File: src/rtl/regfile_write_scheduler_if.sv
// Register-file write scheduler bus: pipeline writeback, long-latency return,
// scoreboard checks and the resulting register-file write port.
interface regfile_write_scheduler_if #(
  parameter int W_DATA = 32,
  parameter int W_ADDR = 5
);
  logic              PriEn;
  logic [W_ADDR-1:0] PriAddr;
  logic [W_DATA-1:0] PriData;
  logic              SecValid;
  logic              SecReady;
  logic [W_ADDR-1:0] SecAddr;
  logic [W_DATA-1:0] SecData;
  logic              IssueEn;
  logic [W_ADDR-1:0] IssueAddr;
  logic              IssueConflict;
  logic              ChkEnX;
  logic              ChkEnY;
  logic [W_ADDR-1:0] ChkAddrX;
  logic [W_ADDR-1:0] ChkAddrY;
  logic              RdStall;
  logic              PipeHold;
  logic              RfEnW;
  logic [W_ADDR-1:0] RfAddrW;
  logic [W_DATA-1:0] RfDataW;

  modport master (
    output PriEn, PriAddr, PriData, SecValid, SecAddr, SecData,
           IssueEn, IssueAddr, ChkEnX, ChkEnY, ChkAddrX, ChkAddrY,
    input  SecReady, IssueConflict, RdStall, PipeHold, RfEnW, RfAddrW, RfDataW
  );

  modport slave (
    input  PriEn, PriAddr, PriData, SecValid, SecAddr, SecData,
           IssueEn, IssueAddr, ChkEnX, ChkEnY, ChkAddrX, ChkAddrY,
    output SecReady, IssueConflict, RdStall, PipeHold, RfEnW, RfAddrW, RfDataW
  );
endinterface

File: src/rtl/regfile_write_scheduler.sv
// Arbitrates the single register-file write port between pipeline writeback and
// buffered long-latency returns, and tracks registers with results still in flight.
module regfile_write_scheduler #(
  parameter int W_DATA       = 32,
  parameter int W_ADDR       = 5,
  parameter int IDX_ZR       = 31,
  parameter int FIFO_DEPTH   = 2,
  parameter int STARVE_LIMIT = 4
) (
  input logic                     Clock,
  input logic                     Reset,
  regfile_write_scheduler_if.slave Bus
);
  localparam int PTR_W    = (FIFO_DEPTH > 1) ? $clog2(FIFO_DEPTH) : 1;
  localparam int CNT_W    = $clog2(FIFO_DEPTH + 1);
  localparam int STARVE_W = (STARVE_LIMIT > 1) ? $clog2(STARVE_LIMIT) : 1;
  localparam int N_REG    = 1 << W_ADDR;
  localparam logic [W_ADDR-1:0]   ADDR_ZR     = W_ADDR'(IDX_ZR);
  localparam logic [CNT_W-1:0]    CNT_FULL    = CNT_W'(FIFO_DEPTH);
  localparam logic [STARVE_W-1:0] STARVE_LAST = STARVE_W'(STARVE_LIMIT - 1);

  logic [W_ADDR-1:0]   fifoAddr [FIFO_DEPTH];
  logic [W_DATA-1:0]   fifoData [FIFO_DEPTH];
  logic [PTR_W-1:0]    rdPtr, wrPtr;
  logic [CNT_W-1:0]    count;
  logic [N_REG-1:0]    busy, busyNext;
  logic [STARVE_W-1:0] starveCnt, starveCntNext;
  logic                pipeHold, pipeHoldNext;

  logic              fifoEmpty, fifoFull;
  logic              secReady, push, pop;
  logic              issueConflict, issueOk;
  logic [W_ADDR-1:0] headAddr;
  logic [W_DATA-1:0] headData;

  always_comb begin
    fifoEmpty = (count == '0);
    fifoFull  = (count == CNT_FULL);
    headAddr  = fifoAddr[rdPtr];
    headData  = fifoData[rdPtr];

    // Readiness looks only at registered occupancy; a pop this cycle does not open a slot.
    secReady = !Reset && !fifoFull;
    push     = Bus.SecValid && secReady && (Bus.SecAddr != ADDR_ZR);
    pop      = !Reset && !Bus.PriEn && !fifoEmpty;

    Bus.SecReady = secReady;
    Bus.RfEnW    = 1'b0;
    Bus.RfAddrW  = '0;
    Bus.RfDataW  = '0;
    if (!Reset) begin
      if (Bus.PriEn) begin
        Bus.RfEnW   = 1'b1;
        Bus.RfAddrW = Bus.PriAddr;
        Bus.RfDataW = Bus.PriData;
      end else if (!fifoEmpty) begin
        Bus.RfEnW   = 1'b1;
        Bus.RfAddrW = headAddr;
        Bus.RfDataW = headData;
      end
    end

    issueConflict     = !Reset && Bus.IssueEn && busy[Bus.IssueAddr];
    issueOk           = Bus.IssueEn && !issueConflict && (Bus.IssueAddr != ADDR_ZR);
    Bus.IssueConflict = issueConflict;
    Bus.RdStall       = !Reset && ((Bus.ChkEnX && busy[Bus.ChkAddrX]) ||
                                   (Bus.ChkEnY && busy[Bus.ChkAddrY]));
    Bus.PipeHold      = pipeHold;

    // Clear before set so a new issue to the returning register stays busy.
    busyNext = busy;
    if (pop)     busyNext[headAddr]      = 1'b0;
    if (issueOk) busyNext[Bus.IssueAddr] = 1'b1;
    busyNext[IDX_ZR] = 1'b0;

    starveCntNext = '0;
    pipeHoldNext  = 1'b0;
    if (Bus.PriEn && !fifoEmpty) begin
      if (starveCnt == STARVE_LAST) pipeHoldNext  = 1'b1;
      else                          starveCntNext = starveCnt + STARVE_W'(1);
    end
  end

  always_ff @(posedge Clock) begin
    if (Reset) begin
      rdPtr     <= '0;
      wrPtr     <= '0;
      count     <= '0;
      busy      <= '0;
      starveCnt <= '0;
      pipeHold  <= 1'b0;
    end else begin
      if (push) wrPtr <= wrPtr + PTR_W'(1);
      if (pop)  rdPtr <= rdPtr + PTR_W'(1);
      if (push && !pop)      count <= count + CNT_W'(1);
      else if (!push && pop) count <= count - CNT_W'(1);
      busy      <= busyNext;
      starveCnt <= starveCntNext;
      pipeHold  <= pipeHoldNext;
    end
  end

  always_ff @(posedge Clock) begin
    if (push) begin
      fifoAddr[wrPtr] <= Bus.SecAddr;
      fifoData[wrPtr] <= Bus.SecData;
    end
  end
endmodule

File: src/flat_wrapper.sv
// flat-port wrapper written by rule: the top's interface ports become plain ports
module regfile_write_scheduler_flat 
#(
  parameter int W_DATA       = 32,
  parameter int W_ADDR       = 5,
  parameter int IDX_ZR       = 31,
  parameter int FIFO_DEPTH   = 2,
  parameter int STARVE_LIMIT = 4
)
  (Clock, Reset, Bus_PriEn, Bus_PriAddr, Bus_PriData, Bus_SecValid, Bus_SecAddr, Bus_SecData, Bus_IssueEn, Bus_IssueAddr, Bus_ChkEnX, Bus_ChkEnY, Bus_ChkAddrX, Bus_ChkAddrY, Bus_SecReady, Bus_IssueConflict, Bus_RdStall, Bus_PipeHold, Bus_RfEnW, Bus_RfAddrW, Bus_RfDataW);
  regfile_write_scheduler_if #(.W_DATA(W_DATA), .W_ADDR(W_ADDR)) Bus_i ();
  input logic Clock;
  input logic Reset;
  input wire logic [$bits(Bus_i.PriEn)-1:0] Bus_PriEn;
  input wire logic [$bits(Bus_i.PriAddr)-1:0] Bus_PriAddr;
  input wire logic [$bits(Bus_i.PriData)-1:0] Bus_PriData;
  input wire logic [$bits(Bus_i.SecValid)-1:0] Bus_SecValid;
  input wire logic [$bits(Bus_i.SecAddr)-1:0] Bus_SecAddr;
  input wire logic [$bits(Bus_i.SecData)-1:0] Bus_SecData;
  input wire logic [$bits(Bus_i.IssueEn)-1:0] Bus_IssueEn;
  input wire logic [$bits(Bus_i.IssueAddr)-1:0] Bus_IssueAddr;
  input wire logic [$bits(Bus_i.ChkEnX)-1:0] Bus_ChkEnX;
  input wire logic [$bits(Bus_i.ChkEnY)-1:0] Bus_ChkEnY;
  input wire logic [$bits(Bus_i.ChkAddrX)-1:0] Bus_ChkAddrX;
  input wire logic [$bits(Bus_i.ChkAddrY)-1:0] Bus_ChkAddrY;
  output wire logic [$bits(Bus_i.SecReady)-1:0] Bus_SecReady;
  output wire logic [$bits(Bus_i.IssueConflict)-1:0] Bus_IssueConflict;
  output wire logic [$bits(Bus_i.RdStall)-1:0] Bus_RdStall;
  output wire logic [$bits(Bus_i.PipeHold)-1:0] Bus_PipeHold;
  output wire logic [$bits(Bus_i.RfEnW)-1:0] Bus_RfEnW;
  output wire logic [$bits(Bus_i.RfAddrW)-1:0] Bus_RfAddrW;
  output wire logic [$bits(Bus_i.RfDataW)-1:0] Bus_RfDataW;
  assign Bus_i.PriEn = Bus_PriEn;
  assign Bus_i.PriAddr = Bus_PriAddr;
  assign Bus_i.PriData = Bus_PriData;
  assign Bus_i.SecValid = Bus_SecValid;
  assign Bus_i.SecAddr = Bus_SecAddr;
  assign Bus_i.SecData = Bus_SecData;
  assign Bus_i.IssueEn = Bus_IssueEn;
  assign Bus_i.IssueAddr = Bus_IssueAddr;
  assign Bus_i.ChkEnX = Bus_ChkEnX;
  assign Bus_i.ChkEnY = Bus_ChkEnY;
  assign Bus_i.ChkAddrX = Bus_ChkAddrX;
  assign Bus_i.ChkAddrY = Bus_ChkAddrY;
  assign Bus_SecReady = Bus_i.SecReady;
  assign Bus_IssueConflict = Bus_i.IssueConflict;
  assign Bus_RdStall = Bus_i.RdStall;
  assign Bus_PipeHold = Bus_i.PipeHold;
  assign Bus_RfEnW = Bus_i.RfEnW;
  assign Bus_RfAddrW = Bus_i.RfAddrW;
  assign Bus_RfDataW = Bus_i.RfDataW;
  regfile_write_scheduler #(.W_DATA(W_DATA), .W_ADDR(W_ADDR), .IDX_ZR(IDX_ZR), .FIFO_DEPTH(FIFO_DEPTH), .STARVE_LIMIT(STARVE_LIMIT)) u_core (.Clock(Clock), .Reset(Reset), .Bus(Bus_i));
endmodule
File: config.mk
export PLATFORM = sky130hd
export DESIGN_NAME = regfile_write_scheduler_flat
export DESIGN_NICKNAME = d
export VERILOG_FILES = /design/src/rtl/regfile_write_scheduler_if.sv /design/src/rtl/regfile_write_scheduler.sv /design/src/flat_wrapper.sv
export SDC_FILE = /design/constraint.sdc
export NUM_CORES = 1
export LEC_CHECK = 0
export BUFFER_PORTS_ARGS = -buffer_cell sky130_fd_sc_hd__clkbuf_2
export CORE_MARGIN = 2
export CORE_UTILIZATION = 25
export CTS_BUF_LIST = sky130_fd_sc_hd__clkbuf_4 sky130_fd_sc_hd__clkbuf_8 sky130_fd_sc_hd__clkbuf_16
export DETAILED_ROUTE_END_ITERATION = 16
export PLACE_DENSITY_LB_ADDON = 0.3
export SETUP_SLACK_MARGIN = 0.1
export SYNTH_ARGS = -nofsm -noshare
export SYNTH_HDL_FRONTEND = slang
export SYNTH_SLANG_ARGS = --single-unit
File: constraint.sdc
create_clock -name Clock -period 3.7 [get_ports Clock]
set_input_delay 0.74 -clock Clock [delete_from_list [all_inputs] [get_ports Clock]]
set_output_delay 0.74 -clock Clock [all_outputs]
set_load 0.05 [all_outputs]
==> impl_metrics.csv <==
group,metric,value,unit
grt,use_met1,16.5,%
floorplan,die_height,154,um
timing,worst_slack,476,ps
worst_setup_path,cp-start-kind,"input pin",
drt,routed_wl,15.0,mm
clock_network,cts_tree,"built",
worst_setup_path,crit_cells,7,
synthesis,ys_seq_area_share,53.1,%
cells_and_area,diodes,0,
cells_and_area,final_common_cell,"clkbuf_2",
floorplan,dieWidth,154,um
drt,routed_via_density,4.68,
clock_network,numCtsBuffers,17,
timing,finClkSkew,7.52,ps
grt,met2_usage,20.3,%
clock_network,post_cts_buffers,0,
worst_hold_path,holdPathStages,1,
clock_network,cts_resized,0,
grt,top_usage_layer,"met2",
floorplan,die-area,23800,um2
worst_setup_path,crit_type,"input pin to output port",
worst_setup_path,cp_slowest_cell,"mux4_1",
pwr,p_leak,2.71,nW
synthesis,syn_area_per_cell,11.7,um2
synthesis,synthCells,484,
drt,vias,4307,
timing,min_period,3220,ps
timing,tns,0,ps
grt,grt_pass1_vias,4163,
synthesis,yosysUniqueCellTypes,56,
cells_and_area,syn_to_final_growth,27.4,%
flow_run,drv_cap,0,
synthesis,syn_nets,582,
grt,grt_usage,13.0,%
timing,finalCritPeriodShare,87.1,%
grt,gr-usage-met3,4.62,%
place,io_buffers,137,
timing,fmax,310,MHz
clock_network,insertion_delay,410,ps
timing,rsz0062_at_grt,"no",
worst_setup_path,timing.critical_path.mode_cell,"clkbuf_2",
drt,drc_errors,0,
place,dpl.cell_count,888,
worst_setup_path,rr_worst_depth,6,
cells_and_area,drive_above_1_share,32.3,%
drt,firstDrtPassIters,4,
floorplan,rows,55,
clock_network,cts_buffer_depth,2,
cells_and_area,mostFrequentLayoutCells,"clkbuf_2, edfxtp_1, nand2_1",
clock_network,clk_pin_slew,50,ps
synthesis,synth_warnings,0,
timing,max-slew-margin-rel,52.0,%
worst_setup_path,cpLargestDelayFamily,"multiplexers",
timing,setup_viol,0,
worst_setup_path,end_kind,"output port",
floorplan,start_util,25.2,%
grt,grt_first_pass_wirelength,23.6,mm
place,placed_area,6620,um2
drt,wl_per_cell,16.3,um
drt,ant_nets,0,
cells_and_area,nNetsFinal,720,
synthesis,synth-edff-count,74,
synthesis,async_reset_ff_share,0,%
timing,drv_slew,0,
worst_setup_path,crit_buf_inv,2,
run_status,status,"complete, no violations",
cells_and_area,final_cell_count_no_fill,920,
worst_hold_path,hp-class,"register to register",
worst_setup_path,cp.arrival,2480,ps
place,post-dp-hpwl,11.0,mm
clock_network,htreeDepth,4,
worst_setup_path,worst_ep_required_time,2960,ps
cells_and_area,postLayoutCellArea,7210,um2
timing,hold_viol,0,
timing,worst_pin_slew,719,ps
synthesis,syn_area,5660,um2
worst_setup_path,crit_path_cell_trace,"clkbuf_2 > mux4_1 > mux2_2 > o2111ai_2 > o21ai_1 > o2bb2ai_1 > clkbuf_2",
synthesis,synth-main-ff-cell,"edfxtp_1",
floorplan,pin_count,138,
grt,grt-ovfl-total,0,
grt,grt_max_degree,40,
place,gp_congestion,0.835,
floorplan,core-area,22400,um2
pwr,power_density,509,nW/um2
pwr,power,3.67,mW
place,pre_cts_slack,469,ps
worst_setup_path,cpPeakStageDelay,590,ps
synthesis,ys_ff_latch,113,
worst_setup_path,path_max_fanout,9,
drt,drt-initial-drc-count,252,
clock_network,cts_root_buf,"clkbuf_16",
pwr,vdd_drop_max,287,uV
clock_network,hold_buffers,0,
grt,antenna_found_initial,0,
clock_network,clock_sinks,113,
==> power breakdown <==
group | switching [mW] | total, mW | internal [mW]
clock network | 0.540 | 1.60 | 1.06
registers | 0.0484 | 1.46 | 1.41
logic | 0.405 | 0.609 | 0.204
total | 0.994 | 3.67 | 2.67
==> path summary, 6_finish.rpt <==
check | from | slack (ps) | endpoint
worst max register to register | register | 1240 | u_core.busy[8]$_SDFF_PP0_
worst min register to register | u_core.starveCnt[0]$_SDFF_PP0_ | 430 | u_core.starveCnt[0]$_SDFF_PP0_
worst max-delay path | Bus_ChkAddrX[0] | 480 | Bus_RdStall
worst min-delay path | u_core.starveCnt[0]$_SDFF_PP0_ | 430 | u_core.starveCnt[0]$_SDFF_PP0_
==> routing by layer <==
metal / vias up / wire, um
li1: 2125 / -
met1: 2004 / 6710
met2: 157 / 6820
met3: 21 / 1170
met4: 0 / 307
met5: - / 0
==> layout make-up <==
type | instances | area, um2
clock buffers | 19 | 440
clock inverters | 13 | 143
fillers | 2307 | 15200
inverters | 5 | 18.8
multi-input cells | 338 | 2480
flip-flops and latches | 113 | 3000
well taps | 285 | 357
repair buffers | 147 | 761
==> logic make-up (layout without fill, tap and decap cells) <==
group | count (synthesis) | after routing | synth area share (%)
DFF | 113 | 113 | 53.1
AOI/OAI and AO/OA | 98 | 98 | 11.3
adders and majority gates | 2 | 2 | 0.442
xor gates and xnor gates | 4 | 4 | 0.620
buffers and inverters | 33 | 184 | 3.21
and+or+nand+nor | 160 | 160 | 14.3
muxes | 74 | 74 | 17.0
==> sequential cells by signal, indices dropped and copies added (netlist names), named ones only <==
register,count
u_core.fifoData,64
u_core.busy,31
u_core.fifoAddr,10
u_core.count,2
u_core.starveCnt,2
u_core.Bus.PipeHold,1
u_core.rdPtr,1
u_core.wrPtr,1
==> through the flow <==
step	utilization (%)	hold slack (ps)
3_3_place_gp	29.5	419
2_1_floorplan	-	406
6_report	32.1	433
3_5_place_dp	29.5	423
4_1_cts	32.1	434
5_1_grt	32.1	486
==> synth_stat cells (2+ instances only) <==
cell type   n  area [um2]
o31ai_1    12        90.1
dfxtp_1    39         781
mux2_2      3        33.8
nor2_1     12        45.0
clkbuf_1   11        41.3
o22ai_1     4        25.0
o21ai_1     4        20.0
xor2_1      3        26.3
edfxtp_1   74        2220
ha_1        2        25.0
mux4_1      8         210
nand3b_1    7        52.6
nor2b_1     6        37.5
inv_1       5        18.8
o21ai_0    49         245
o21bai_1    5        37.5
or3b_1      3        26.3
a211oi_2    2        25.0
or3_1       3        18.8
or3b_2      4        35.0
o221ai_1    2        17.5
nor4_1      2        12.5
and3_1      2        12.5
nand3_1    29         145
nor3b_1     4        30.0
buf_4       2        15.0
buf_6       5        56.3
nor4b_1     2        17.5
buf_2       9        45.0
mux4_2      7         158
nand2_1    72         270
a32o_1      3        30.0
a21oi_1     6        30.0
nand4_1     2        12.5
nor3_2      2        20.0
mux2i_1    56         561
nor3_1      4        20.0
Power figures use the tool's default switching activity.
